### src/rtl/pid_hdng.sv
// pid_hdng: heading PID controller feeding the motor driver.
//
// Each accepted heading sample yields a signed steering correction. The
// correction is added to the forward-speed command for the left wheel and
// subtracted from it for the right wheel.
//
// Ports:
//   clk        system clock
//   rst        synchronous active-high reset, clears every register
//   moving     1 = loop active; 0 = outputs zeroed and loop state cleared
//   hdng_vld   single-cycle strobe qualifying dsrd_hdng/actl_hdng
//   dsrd_hdng  desired heading, 12-bit unsigned circular
//   actl_hdng  measured heading, 12-bit unsigned circular
//   frwrd_spd  11-bit unsigned forward speed command
//   lft_spd    signed 12-bit left motor speed
//   rght_spd   signed 12-bit right motor speed
//   at_hdng    registered flag: |heading error| < AT_HDNG_THRESH
//
// Latency is 3 clocks from hdng_vld to lft_spd/rght_spd. The pipeline accepts
// one sample per clock.
module pid_hdng #(
    parameter logic [3:0]  P_COEFF        = 4'd3,
    parameter logic [3:0]  D_COEFF        = 4'd6,
    parameter int unsigned AT_HDNG_THRESH = 10
) (
    input  logic               clk,
    input  logic               rst,
    input  logic               moving,
    input  logic               hdng_vld,
    input  logic [11:0]        dsrd_hdng,
    input  logic [11:0]        actl_hdng,
    input  logic [10:0]        frwrd_spd,
    output logic signed [11:0] lft_spd,
    output logic signed [11:0] rght_spd,
    output logic               at_hdng
);

    localparam logic [10:0] THRESH = 11'(AT_HDNG_THRESH);

    function automatic logic signed [9:0] sat10(input logic signed [11:0] v);
        if (v > 12'sd511)       return 10'b01_1111_1111;
        else if (v < -12'sd512) return 10'b10_0000_0000;
        else                    return v[9:0];
    endfunction

    function automatic logic signed [6:0] sat7(input logic signed [10:0] v);
        if (v > 11'sd63)       return 7'b011_1111;
        else if (v < -11'sd64) return 7'b100_0000;
        else                   return v[6:0];
    endfunction

    function automatic logic signed [15:0] sat16(input logic signed [16:0] v);
        if (v > 17'sd32767)       return 16'h7FFF;
        else if (v < -17'sd32768) return 16'h8000;
        else                      return v[15:0];
    endfunction

    function automatic logic signed [13:0] sat14(input logic signed [15:0] v);
        if (v > 16'sd8191)       return 14'h1FFF;
        else if (v < -16'sd8192) return 14'h2000;
        else                     return v[13:0];
    endfunction

    function automatic logic signed [11:0] sat12(input logic signed [14:0] v);
        if (v > 15'sd2047)       return 12'h7FF;
        else if (v < -15'sd2048) return 12'h800;
        else                     return v[11:0];
    endfunction

    // Control registers
    logic               r_vld_p1;
    logic               r_vld_p2;
    logic               r_at_hdng;
    // Datapath and loop state
    logic signed [9:0]  r_err_p1;
    logic signed [9:0]  r_prev_err;
    logic signed [15:0] r_integ;
    logic signed [13:0] r_pid_p2;
    logic signed [11:0] r_lft_p3;
    logic signed [11:0] r_rght_p3;

    // ---- Stage 1: circular heading error ----
    // Modulo-4096 subtraction read as signed picks the shortest way round.
    logic [11:0]        w_diff_u;
    logic signed [11:0] w_raw;
    logic signed [9:0]  w_err_sat;
    logic signed [10:0] w_err_ext;
    logic [10:0]        w_err_abs;
    logic               w_at;

    assign w_diff_u  = actl_hdng - dsrd_hdng;
    assign w_raw     = $signed(w_diff_u);
    assign w_err_sat = sat10(w_raw);
    assign w_err_ext = {w_err_sat[9], w_err_sat};
    assign w_err_abs = w_err_ext[10] ? -w_err_ext : w_err_ext;
    assign w_at      = (w_err_abs < THRESH);

    // ---- Stage 2: integrator, derivative, PID sum ----
    logic signed [16:0] w_integ_sum;
    logic signed [15:0] w_integ_next;
    logic signed [10:0] w_d_raw;
    logic signed [6:0]  w_d_sat;
    logic signed [15:0] w_p_term;
    logic signed [15:0] w_i_term;
    logic signed [15:0] w_d_term;
    logic signed [15:0] w_pid_sum;

    assign w_integ_sum  = {r_integ[15], r_integ} + {{7{r_err_p1[9]}}, r_err_p1};
    assign w_integ_next = sat16(w_integ_sum);
    assign w_d_raw      = {r_err_p1[9], r_err_p1} - {r_prev_err[9], r_prev_err};
    assign w_d_sat      = sat7(w_d_raw);
    assign w_p_term     = $signed({{6{r_err_p1[9]}}, r_err_p1}) * $signed({12'd0, P_COEFF});
    // The I term uses the freshly updated integrator, not the stored one.
    assign w_i_term     = w_integ_next >>> 6;
    assign w_d_term     = $signed({{9{w_d_sat[6]}}, w_d_sat}) * $signed({12'd0, D_COEFF});
    assign w_pid_sum    = w_p_term + w_i_term + w_d_term;

    // ---- Stage 3: differential wheel speeds ----
    logic signed [13:0] w_corr;
    logic signed [14:0] w_lft_sum;
    logic signed [14:0] w_rght_sum;

    assign w_corr     = r_pid_p2 >>> 3;
    assign w_lft_sum  = $signed({4'd0, frwrd_spd}) + $signed({w_corr[13], w_corr});
    assign w_rght_sum = $signed({4'd0, frwrd_spd}) - $signed({w_corr[13], w_corr});

    always_ff @(posedge clk) begin
        if (rst) begin
            r_vld_p1   <= 1'b0;
            r_vld_p2   <= 1'b0;
            r_at_hdng  <= 1'b0;
            r_err_p1   <= '0;
            r_prev_err <= '0;
            r_integ    <= '0;
            r_pid_p2   <= '0;
            r_lft_p3   <= '0;
            r_rght_p3  <= '0;
        end else if (!moving) begin
            // Dropping the valids discards any in-flight sample.
            r_vld_p1   <= 1'b0;
            r_vld_p2   <= 1'b0;
            r_at_hdng  <= 1'b0;
            r_prev_err <= '0;
            r_integ    <= '0;
            r_lft_p3   <= '0;
            r_rght_p3  <= '0;
        end else begin
            r_vld_p1 <= hdng_vld;
            if (hdng_vld) begin
                r_err_p1  <= w_err_sat;
                r_at_hdng <= w_at;
            end
            r_vld_p2 <= r_vld_p1;
            if (r_vld_p1) begin
                r_integ    <= w_integ_next;
                r_prev_err <= r_err_p1;
                r_pid_p2   <= sat14(w_pid_sum);
            end
            if (r_vld_p2) begin
                r_lft_p3  <= sat12(w_lft_sum);
                r_rght_p3 <= sat12(w_rght_sum);
            end
        end
    end

    assign lft_spd  = r_lft_p3;
    assign rght_spd = r_rght_p3;
    assign at_hdng  = r_at_hdng;

endmodule

### config.mk
export PLATFORM = sky130hd
export DESIGN_NAME = pid_hdng
export DESIGN_NICKNAME = d
export VERILOG_FILES = /design/src/rtl/pid_hdng.sv
export SDC_FILE = /design/constraint.sdc
export NUM_CORES = 1
export LEC_CHECK = 0
export ABC_CLOCK_PERIOD_IN_PS = 16680
export BUFFER_PORTS_ARGS = -buffer_cell sky130_fd_sc_hd__buf_2
export CORE_UTILIZATION = 60
export CTS_BUF_LIST = sky130_fd_sc_hd__clkbuf_8
export CTS_CLUSTER_DIAMETER = 200
export DETAILED_ROUTE_END_ITERATION = 16
export GPL_ROUTABILITY_DRIVEN = 0
export PLACE_DENSITY = 0.8
export SLEW_MARGIN = 20
export SYNTH_ARGS = -nofsm -noshare
export SYNTH_HDL_FRONTEND = slang
export SYNTH_SLANG_ARGS = --single-unit
### constraint.sdc
create_clock -name clk -period 16.68 [get_ports clk]
set_clock_uncertainty 0.1 [all_clocks]
set_input_delay 2.502 -clock clk [delete_from_list [all_inputs] [get_ports clk]]
set_output_delay 2.502 -clock clk [all_outputs]
set_load 0.1 [all_outputs]
==> impl_metrics.tcl <==
set metrics [dict create \
    cts-resized-gates 0 \
    peakVddDrop_uv 106 \
    yosys_warnings 0 \
    overflow 0 \
    async_flop_share_pct 0 \
    cp.required_ps 16850 \
    cts.htree.levels 3 \
    grt_pass1_wl_um 30600 \
    ioPinCount 64 \
    max_cap_violations 0 \
    synth_cells 994 \
    clock_latency_ps 370 \
    min_period_ps 7430 \
    cts_tree "built" \
    critPathTopFamily "compound AO/OA/AOI/OAI gates" \
    rsz0062_at_grt "false" \
    end_kind "register" \
    arrival_ps 7610 \
    cts_setup_buffers 0 \
    area_growth_pct 7.18 \
    ant_nets 0 \
    cts_buffers 9 \
    hp-class "reg -> reg" \
    cp.buffers_inverters 2 \
    p_leak_nw 3.99 \
    final.setup.tns_ps 0 \
    grt_max_degree 48 \
    netlist_area_um2 8060 \
    startpoint_type "register" \
    finalWirelength_um 17900 \
    max_freq_mhz 135 \
    synth-edff-count 0 \
    status "completed" \
    crit_type "reg -> reg" \
    layout-drive-gt1-share_pct 12.2 \
    io_buffers 63 \
    dr.pass1.iters 5 \
    antenna_found_initial 0 \
    tightestPinTransition_ps 911 \
    cts-root-buf "clkbuf_8" \
    cts_hold_buf 0 \
    fp.dieW_um 118 \
    crit_start "r_err_p1[1]" \
    crit_path_max_fanout 8 \
    p_per_area_nw_per_um2 135 \
    synth_ff_type "dfxtp_1" \
    antennaDiodeCount 0 \
    fp.dieH_um 118 \
    drc 0 \
    crit_path_max_incr_delay_ps 550 \
    coreArea_um2 12900 \
    grt_pass1_vias 6630 \
    worst_hold_slack_ps 392 \
    synth_cell_type_count 85 \
    ys_seq_area_share_pct 18.4 \
    finalHoldViolCount 0 \
    syn_nets 1159 \
    clkTransAtPathRegs_ps 80 \
    r2r-start "r_err_p1[1]" \
    max-clock-path-buffers 2 \
    setup_violations 0 \
    start_util_pct 62.6 \
    wire_per_inst_um 14.8 \
    vias 7017 \
    post-route-period-util_pct 44.5 \
    dp.final_hpwl_um 14000 \
    synth-seq-cells 74 \
    hold_start "r_pid_p2[8]" \
    grt_use_total_pct 26.6 \
    crit_top_cell "ha_1" \
    fin_nets 1198 \
    die_area_um2 13900 \
    drt_iter0_drc 398 \
    via_per_inst 5.80 \
    num_rows 41 \
    syn_area_per_cell_um2 8.11 \
    max_slew_margin_pct 38.9 \
    cpMaxStageDelayCell "dfxtp_1" \
    timing.final.max_slew_violations 0 \
    cts_sinks 74 \
]
==> synth_stat cells (13+ instances only) <==
cell,count,area (um2)
a211oi_1,15,113
mux2i_1,14,140
a21o_1,23,173
o21ai_0,64,320
nor2b_1,13,81.3
nor3_1,21,105
nand3_1,14,70.1
xnor2_1,38,333
xor2_1,26,228
clkbuf_1,21,78.8
nand2_1,38,143
o21ai_1,16,80.1
a21oi_1,95,475
fa_1,25,500
maj3_1,23,230
inv_1,116,435
nor2_1,69,259
dfxtp_1,74,1480
ha_1,101,1260
==> placed cells by master (no fill, tap or decap), types with 12 or more instances in the layout <==
master,n
maj3_1,23
fa_1,25
dfxtp_1,74
nor2_1,69
buf_2,63
a211oi_1,15
xor2_1,26
a21oi_1,95
nand2_1,38
inv_1,116
o21ai_0,64
o21ai_1,16
mux2i_1,14
xnor2_1,38
nand3_1,14
ha_1,101
nor3_1,21
nor2b_1,12
a21o_1,23
==> worst register-to-register path, delay by kind of cell (launching register included) <==
family,cells,cell delay [ps]
flops,1,550
buf+inv,2,170
compound gates,12,2840
fa+ha+maj,6,2220
simple gates,7,1240
xor+xnor,1,250
==> layer usage <==
metal  GRT usage (%)  wire, um  up-vias
met5               0         0        -
met4            7.69       334        0
met3            4.31       720       28
met2            46.2      8680      152
met1            33.9      8200     3265
li1                -         -     3572
==> layout make-up <==
| class | instances | area (um2) |
|---|---|---|
| Clock buffer | 10 | 138 |
| Clock inverter | 5 | 55.1 |
| Fill cell | 1155 | 4240 |
| Inverter | 118 | 443 |
| Multi-Input combinational cell | 764 | 5960 |
| Sequential cell | 74 | 1480 |
| Tap cell | 172 | 215 |
| Timing Repair Buffer | 66 | 338 |
==> where the power goes <==
group	switching [mW]	total (mW)	internal, mW
Sequential	0.0100	0.193	0.183
Clock	0.0683	0.140	0.0718
Combinational	0.471	0.836	0.364
==> cells by family after synthesis <==
family	count (synthesis)	share of synthesized area [%]
muxes	16	2.07
DFF	74	18.4
buffers and inverters	156	7.61
and+or+nand+nor	225	14.0
adders and majority gates	155	25.6
AOI/OAI and AO/OA	302	25.0
xor gates and xnor gates	66	7.36
==> per-stage QoR <==
stage | utilization, % | total power [mW] | setup slack [ps] | area [um2] | cells
6_report | 67.1 | 1.17 | 9250 | 8630 | 1209
5_1_grt | 67.1 | 1.29 | 8630 | 8630 | 1209
4_1_cts | 67.1 | 1.17 | 9320 | 8630 | 1209
3_5_place_dp | 65.6 | 1.03 | 9360 | 8440 | 1194
3_3_place_gp | 65.6 | 1.01 | 9560 | 8440 | 1194
2_1_floorplan | - | 0.870 | 9970 | 8060 | 994
==> final timing paths <==
path / endpoint / slack (ps) / cells past startpoint
min reg2reg: r_pid_p2[8] / 390 / 2
max: r_pid_p2[10] / 9250 / 28
min: r_pid_p2[8] / 390 / 2
max reg2reg: r_pid_p2[10] / 9250 / 28
==> flip-flops by register name, summed over array words and instances (netlist names) <==
name	flops
r_pid_p2	11
r_vld_p1	1
lft_spd	12
r_integ	16
r_prev_err	10
r_err_p1	10
rght_spd	12
r_vld_p2	1
at_hdng	1
Power figures use the tool's default switching activity.
